===== src/rtl/noc_ni_tx_pkg.sv =====
// Shared widths, flit type codes, FSM states and head-field bit offsets for
// the network-interface transmitter and the router-side head decoder.
package noc_ni_tx_pkg;

  localparam int DATA_WIDTH = 32;
  localparam int X_W        = 1;
  localparam int Y_W        = 2;
  localparam int LEN_W      = 4;
  localparam int SEQ_W      = 8;
  localparam int PAY_W      = DATA_WIDTH - 2;

  // Head fields are packed MSB-first directly below the 2-bit type field.
  localparam int HEAD_DST_X_LSB = DATA_WIDTH - 2 - X_W;
  localparam int HEAD_DST_Y_LSB = HEAD_DST_X_LSB - Y_W;
  localparam int HEAD_SRC_X_LSB = HEAD_DST_Y_LSB - X_W;
  localparam int HEAD_SRC_Y_LSB = HEAD_SRC_X_LSB - Y_W;
  localparam int HEAD_LEN_LSB   = HEAD_SRC_Y_LSB - LEN_W;
  localparam int HEAD_SEQ_LSB   = HEAD_LEN_LSB - SEQ_W;

  typedef enum logic [1:0] {
    FT_BODY     = 2'b00,
    FT_HEAD     = 2'b01,
    FT_TAIL     = 2'b10,
    FT_HEADTAIL = 2'b11
  } flit_type_e;

  typedef enum logic [1:0] {
    ST_IDLE = 2'd0,
    ST_HEAD = 2'd1,
    ST_BODY = 2'd2
  } tx_state_e;

  // Payload flits are BODY except the last one of the packet, which is TAIL.
  function automatic flit_type_e body_type(input logic last);
    return last ? FT_TAIL : FT_BODY;
  endfunction

endpackage


===== src/rtl/noc_ni_tx_if.sv =====
// PE-side request/payload handshake plus router-facing flit link.
interface noc_ni_tx_if import noc_ni_tx_pkg::*; ();

  logic                  pe_req_valid;
  logic                  pe_req_ready;
  logic [X_W-1:0]        pe_dst_x;
  logic [Y_W-1:0]        pe_dst_y;
  logic [LEN_W-1:0]      pe_len;
  logic                  pe_data_valid;
  logic                  pe_data_ready;
  logic [PAY_W-1:0]      pe_data;
  logic [DATA_WIDTH-1:0] DATA_OUT;
  logic                  DATA_VALID_OUT;
  logic                  FULL_IN;
  logic                  busy;
  logic                  tx_done;

  // Environment side: the PE plus the router's backpressure.
  modport master (
    output pe_req_valid, pe_dst_x, pe_dst_y, pe_len,
    output pe_data_valid, pe_data, FULL_IN,
    input  pe_req_ready, pe_data_ready, DATA_OUT, DATA_VALID_OUT, busy, tx_done
  );

  // Transmitter side.
  modport slave (
    input  pe_req_valid, pe_dst_x, pe_dst_y, pe_len,
    input  pe_data_valid, pe_data, FULL_IN,
    output pe_req_ready, pe_data_ready, DATA_OUT, DATA_VALID_OUT, busy, tx_done
  );

endinterface


===== src/rtl/noc_ni_tx_head_pack.sv =====
// Combinational head-flit builder; field positions come from the package so
// the router-side decoder shares the same layout.
module noc_ni_tx_head_pack
  import noc_ni_tx_pkg::*;
#(
  parameter logic [X_W-1:0] SRC_X = '0,
  parameter logic [Y_W-1:0] SRC_Y = '0
) (
  input  flit_type_e            i_type,
  input  logic [X_W-1:0]        i_dst_x,
  input  logic [Y_W-1:0]        i_dst_y,
  input  logic [LEN_W-1:0]      i_len,
  input  logic [SEQ_W-1:0]      i_seq,
  output logic [DATA_WIDTH-1:0] o_flit
);

  // Assemble the head fields; unused LSBs stay zero.
  always_comb begin
    o_flit                              = '0;
    o_flit[DATA_WIDTH-1 -: 2]           = i_type;
    o_flit[HEAD_DST_X_LSB +: X_W]       = i_dst_x;
    o_flit[HEAD_DST_Y_LSB +: Y_W]       = i_dst_y;
    o_flit[HEAD_SRC_X_LSB +: X_W]       = SRC_X;
    o_flit[HEAD_SRC_Y_LSB +: Y_W]       = SRC_Y;
    o_flit[HEAD_LEN_LSB +: LEN_W]       = i_len;
    o_flit[HEAD_SEQ_LSB +: SEQ_W]       = i_seq;
  end

endmodule


===== src/rtl/noc_ni_tx.sv =====
// Network-interface transmitter: turns a PE packet request plus payload
// stream into HEAD/BODY/TAIL flits for the router LOCAL input port, holding
// off while the router signals FULL.
module noc_ni_tx
  import noc_ni_tx_pkg::*;
#(
  parameter logic [X_W-1:0] SRC_X = '0,
  parameter logic [Y_W-1:0] SRC_Y = '0
) (
  input  logic     clk,
  input  logic     rst,
  noc_ni_tx_if.slave bus
);

  tx_state_e             r_state;
  logic [X_W-1:0]        r_dst_x;
  logic [Y_W-1:0]        r_dst_y;
  logic [LEN_W-1:0]      r_len;
  logic [LEN_W-1:0]      r_cnt;
  logic [SEQ_W-1:0]      r_seq;
  logic [DATA_WIDTH-1:0] r_data;
  logic                  r_valid;
  logic                  r_done;
  logic                  r_busy;

  logic                  w_len_zero;
  logic                  w_last;
  flit_type_e            w_head_type;
  flit_type_e            w_body_type;
  logic [DATA_WIDTH-1:0] w_head_flit;

  assign w_len_zero  = (r_len == '0);
  assign w_last      = (r_cnt == r_len - LEN_W'(1));
  assign w_head_type = w_len_zero ? FT_HEADTAIL : FT_HEAD;
  assign w_body_type = body_type(w_last);

  noc_ni_tx_head_pack #(
    .SRC_X (SRC_X),
    .SRC_Y (SRC_Y)
  ) u_head_pack (
    .i_type  (w_head_type),
    .i_dst_x (r_dst_x),
    .i_dst_y (r_dst_y),
    .i_len   (r_len),
    .i_seq   (r_seq),
    .o_flit  (w_head_flit)
  );

  // Handshake readies are combinational so the PE sees acceptance in-cycle.
  assign bus.pe_req_ready   = (r_state == ST_IDLE) && !rst;
  assign bus.pe_data_ready  = (r_state == ST_BODY) && !bus.FULL_IN;
  assign bus.DATA_OUT       = r_data;
  assign bus.DATA_VALID_OUT = r_valid;
  assign bus.tx_done        = r_done;
  assign bus.busy           = r_busy;

  // Packet FSM with registered flit output; valid/done default low each cycle.
  always_ff @(posedge clk) begin
    if (rst) begin
      r_state <= ST_IDLE;
      r_dst_x <= '0;
      r_dst_y <= '0;
      r_len   <= '0;
      r_cnt   <= '0;
      r_seq   <= '0;
      r_data  <= '0;
      r_valid <= 1'b0;
      r_done  <= 1'b0;
      r_busy  <= 1'b0;
    end else begin
      r_valid <= 1'b0;
      r_done  <= 1'b0;
      case (r_state)
        ST_IDLE: begin
          if (bus.pe_req_valid) begin
            r_dst_x <= bus.pe_dst_x;
            r_dst_y <= bus.pe_dst_y;
            r_len   <= bus.pe_len;
            r_state <= ST_HEAD;
            r_busy  <= 1'b1;
          end
        end
        ST_HEAD: begin
          if (!bus.FULL_IN) begin
            r_data  <= w_head_flit;
            r_valid <= 1'b1;
            r_seq   <= r_seq + SEQ_W'(1);
            if (w_len_zero) begin
              r_done  <= 1'b1;
              r_state <= ST_IDLE;
              r_busy  <= 1'b0;
            end else begin
              r_cnt   <= '0;
              r_state <= ST_BODY;
            end
          end
        end
        ST_BODY: begin
          // A low payload valid leaves a bubble on the link; the FSM waits.
          if (bus.pe_data_valid && !bus.FULL_IN) begin
            r_data  <= {w_body_type, bus.pe_data};
            r_valid <= 1'b1;
            r_cnt   <= r_cnt + LEN_W'(1);
            if (w_last) begin
              r_done  <= 1'b1;
              r_state <= ST_IDLE;
              r_busy  <= 1'b0;
            end
          end
        end
        default: begin
          r_state <= ST_IDLE;
          r_busy  <= 1'b0;
        end
      endcase
    end
  end

endmodule


===== src/flat_wrapper.sv =====
// flat-port wrapper written by rule: the top's interface ports become plain ports
module noc_ni_tx_flat import noc_ni_tx_pkg::*;
#(
  parameter logic [X_W-1:0] SRC_X = '0,
  parameter logic [Y_W-1:0] SRC_Y = '0
)
  (clk, rst, bus_pe_req_valid, bus_pe_dst_x, bus_pe_dst_y, bus_pe_len, bus_pe_data_valid, bus_pe_data, bus_FULL_IN, bus_pe_req_ready, bus_pe_data_ready, bus_DATA_OUT, bus_DATA_VALID_OUT, bus_busy, bus_tx_done);
  noc_ni_tx_if bus_i ();
  input  logic clk;
  input  logic rst;
  input wire logic [$bits(bus_i.pe_req_valid)-1:0] bus_pe_req_valid;
  input wire logic [$bits(bus_i.pe_dst_x)-1:0] bus_pe_dst_x;
  input wire logic [$bits(bus_i.pe_dst_y)-1:0] bus_pe_dst_y;
  input wire logic [$bits(bus_i.pe_len)-1:0] bus_pe_len;
  input wire logic [$bits(bus_i.pe_data_valid)-1:0] bus_pe_data_valid;
  input wire logic [$bits(bus_i.pe_data)-1:0] bus_pe_data;
  input wire logic [$bits(bus_i.FULL_IN)-1:0] bus_FULL_IN;
  output wire logic [$bits(bus_i.pe_req_ready)-1:0] bus_pe_req_ready;
  output wire logic [$bits(bus_i.pe_data_ready)-1:0] bus_pe_data_ready;
  output wire logic [$bits(bus_i.DATA_OUT)-1:0] bus_DATA_OUT;
  output wire logic [$bits(bus_i.DATA_VALID_OUT)-1:0] bus_DATA_VALID_OUT;
  output wire logic [$bits(bus_i.busy)-1:0] bus_busy;
  output wire logic [$bits(bus_i.tx_done)-1:0] bus_tx_done;
  assign bus_i.pe_req_valid = bus_pe_req_valid;
  assign bus_i.pe_dst_x = bus_pe_dst_x;
  assign bus_i.pe_dst_y = bus_pe_dst_y;
  assign bus_i.pe_len = bus_pe_len;
  assign bus_i.pe_data_valid = bus_pe_data_valid;
  assign bus_i.pe_data = bus_pe_data;
  assign bus_i.FULL_IN = bus_FULL_IN;
  assign bus_pe_req_ready = bus_i.pe_req_ready;
  assign bus_pe_data_ready = bus_i.pe_data_ready;
  assign bus_DATA_OUT = bus_i.DATA_OUT;
  assign bus_DATA_VALID_OUT = bus_i.DATA_VALID_OUT;
  assign bus_busy = bus_i.busy;
  assign bus_tx_done = bus_i.tx_done;
  noc_ni_tx #(.SRC_X(SRC_X), .SRC_Y(SRC_Y)) u_core (.clk(clk), .rst(rst), .bus(bus_i));
endmodule

===== config.mk =====
export PLATFORM = sky130hd
export DESIGN_NAME = noc_ni_tx_flat
export DESIGN_NICKNAME = d
export VERILOG_FILES = /design/src/rtl/noc_ni_tx_pkg.sv /design/src/rtl/noc_ni_tx_if.sv /design/src/rtl/noc_ni_tx_head_pack.sv /design/src/rtl/noc_ni_tx.sv /design/src/flat_wrapper.sv
export SDC_FILE = /design/constraint.sdc
export NUM_CORES = 1
export LEC_CHECK = 0
export BUFFER_PORTS_ARGS = -buffer_cell sky130_fd_sc_hd__buf_4
export CORE_ASPECT_RATIO = 1.5
export CORE_MARGIN = 1
export CORE_UTILIZATION = 51
export DETAILED_ROUTE_END_ITERATION = 10
export GPL_TIMING_DRIVEN = 0
export PLACE_DENSITY = 0.78
export SYNTH_ARGS = -nofsm -noshare
export SYNTH_HDL_FRONTEND = slang
export SYNTH_SLANG_ARGS = --single-unit

===== constraint.sdc =====
create_clock -name clk -period 2.31 [get_ports clk]
set_input_delay 0.231 -clock clk [delete_from_list [all_inputs] [get_ports clk]]
set_output_delay 0.231 -clock clk [all_outputs]
set_load 0.02 [all_outputs]

==> run summary <==
status = complete, no violations
Startpoint Class = flop
first-pass GRT wire length = 9300 um
Ports = 79
reg-to-reg startpoint = u_core.r_len[0]
Syn. warnings = 0
proportion of synthesized area in mux cells = 8.30%
Power Density = 1050 nW/um^2
Layout area overhead = 29.3%
Setup crit end kind = flop
Port Buffers = 77
post_cts resized = 0
count of final setup violators = 0
total track usage = 23.0%
CTS Buf Count = 5
Max Slew Vio Count = 0
final worst-path cycle share = 79.1%
leakage power = 1.30 nW
max frequency = 547 MHz
Placer Congestion = 0.871
Max FO, Critical Path = 5
Syn Inst Count = 284
Post-synth top cells = dfxtp_1, nor2_1, nand2_1, a21oi_1, nand3_1
syn_nets = 333
Hold-fix buffers, CTS = 0
DR pass1 iterations = 6
worst skew pair latency = 0.30 ns
DP Area = 3190 sq um
Rel. slew slack = 58.6%
most numerous cell in the Yosys netlist = dfxtp_1
layout cells sized above 1 = 27.2%
max_cap viols = 0
share of the synthesized area in the top cell type = 44.3%
core area = 4810 sq um
Layout Cells excl Fill = 434
Die ar. = 5250 sq um
placed insts = 427
Rows = 31
IR drop worst, VDD = 0.624 mV
post-synthesis compound-gate area fraction = 15.0%
final core occ = 68.1%
FFs w/ async S/R, synth = 0%
crit path kind = flop to flop
DRT iter0 DRCs = 133
vias in the first global route = 2,102
Synth Area in Adders = 3.46%
antenna violations before repair = 0
largest family of logic cells by synthesized area = simple AND/OR/NAND/NOR gates
largest net degree at the start of global routing = 17
register area share after synthesis = 44.3%
Hold Path End = u_core.r_len[1]
Crit path required time = 2.49 ns
unique cell type count in the Yosys netlist = 37
clock sink count = 56
DP Wirelength = 4410 um
setup TNS = 0 ns
Reg2Reg Depth = 6
per-cell routed wire length = 13.3 um
Hold Startpoint = bus_pe_len[1]
WP data arrival = 2.01 ns
global route total overflow = 0
Hold Crit Class = primary input to flop
FILL cells = 451
drt total wl = 5780 um
layout net count = 417
Tightest Pin Transition = 0.620 ns
Yosys reg bits = 56
Finished Cell Area = 3270 sq um
Tmin final = 1.83 ns
drt drc = 0
Post-synth top flop = dfxtp_1
synthesized area per cell = 8.91 sq um
Horiz. Die Dim = 59.5 um
vias per cell = 5.27
Root Buffer = clkbuf_8
Fin. Hold Viols = 0
Reg2Reg Setup Slack = 0.48 ns
CTS clock-pin slew for the worst setup and hold paths = 0.10 ns
Post-CTS Repair Setup Buffers = 0
chip height = 88.3 um
DR vias = 2,286
largest cells by area after synthesis = dfxtp_1, mux2i_1, a211oi_1
CTS HTree Levels = 2
Antenna Nets Post-Route = 0
CTS max path bufs = 2
leading area contributor after synthesis = dfxtp_1
Post-synth EDFFs = 0
WHS Path Cells = 3
ant diodes = 0
CTS tree = built
skew final = 0.00675 ns
post-synthesis simple-gate area fraction = 19.2%
Cell Area, Synth = 2530 sq um
RSZ-0062 raised after global routing = false
RR Endpoint = u_core.r_cnt[3]
Post-Synth XOR/XNOR Area = 4.75%
initial core utilization = 52.6%
-- placed cells by master, fill, tap and decap left out, types with 2 or more instances in the layout --
master	count
a211oi_1	18
a21oi_1	27
a311oi_1	2
and3_1	2
buf_2	7
buf_4	79
clkbuf_1	9
clkbuf_8	5
dfxtp_1	56
ha_1	7
inv_1	6
mux2i_1	21
nand2_1	29
nand2b_1	6
nand3_1	24
nand3b_1	2
nand4_1	5
nor2_1	30
nor2b_1	2
nor3_1	2
xnor2_1	4
xor2_1	7
-- where the power goes --
group          total, mW  switching, mW  internal [mW]
Clock              0.513          0.307          0.206
Sequential          1.29          0.117           1.17
Combinational       1.64          0.967          0.668
-- cells by family after synthesis --
family,count (synthesis)
buffers and inverters,26
AO/OA/AOI/OAI,57
AND/OR/NAND/NOR,105
XOR/XNOR,12
flip-flops,56
adder cells (fa/ha/maj),7
multiplexers,21
-- cell type report --
cell class                 instances  area (sq um)  area share [%]
sequential                        56          1120            34.3
multi-input combinational        202          1280            39.3
buffer                            20           103            3.13
inverter                           6          22.5           0.688
clock inverter                     2          12.5           0.382
tap                               66          82.6            2.52
clock buffer                       5          68.8            2.10
timing repair buffer              77           578            17.7
-- through the flow --
| stage | total power, mW | setup slack [ns] | hold slack, ns |
|---|---|---|---|
| detailed placement | 2.96 | 0.471 | 0.445 |
| floorplan | 2.39 | 0.711 | 0.372 |
| CTS | 3.46 | 0.464 | 0.177 |
| finish | 3.44 | 0.483 | 0.180 |
| global placement | 2.92 | 0.515 | 0.439 |
| global route | 3.67 | 0.294 | 0.174 |
-- per-layer routing --
layer,track usage [%],vias to the layer above,routed length [um]
met5,0,-,0
met4,9.51,0,114
met3,3.95,11,260
met2,41.1,69,3040
met1,26.6,1050,2370
li1,-,1156,-
-- worst max path at each step --
stage,from,to,depth (start not counted)
final,u_core.r_len[0],u_core.r_cnt[3],6
after global routing,u_core.r_len[0],u_core.r_cnt[3],6
after CTS,u_core.r_state[1],u_core.bus.DATA_OUT[18],8
after detailed placement,u_core.r_state[1],u_core.bus.DATA_OUT[18],8
after global placement,u_core.r_state[1],u_core.bus.DATA_OUT[29],8
after floorplan,u_core.r_state[1],u_core.bus.DATA_OUT[3],9
-- registers in the layout, indices dropped and copies added (netlist names) --
register,count
u_core.bus.busy,1
u_core.bus.DATA_OUT,32
u_core.r_seq,8
u_core.r_state,2
u_core.r_len,4
u_core.r_cnt,4
u_core.bus.DATA_VALID_OUT,1
u_core.bus.tx_done,1
u_core.r_dst_x,1
u_core.r_dst_y,2
-- worst max-delay path, stage by stage (launching register included) --
cell and delay, ns:
dfxtp_1 0.36, inv_1 0.09, ha_1 0.18, nor3b_1 0.54, a211oi_2 0.20, a41oi_1 0.26, a311oi_1 0.07
Note: power is estimated with default switching activity, not from simulation.
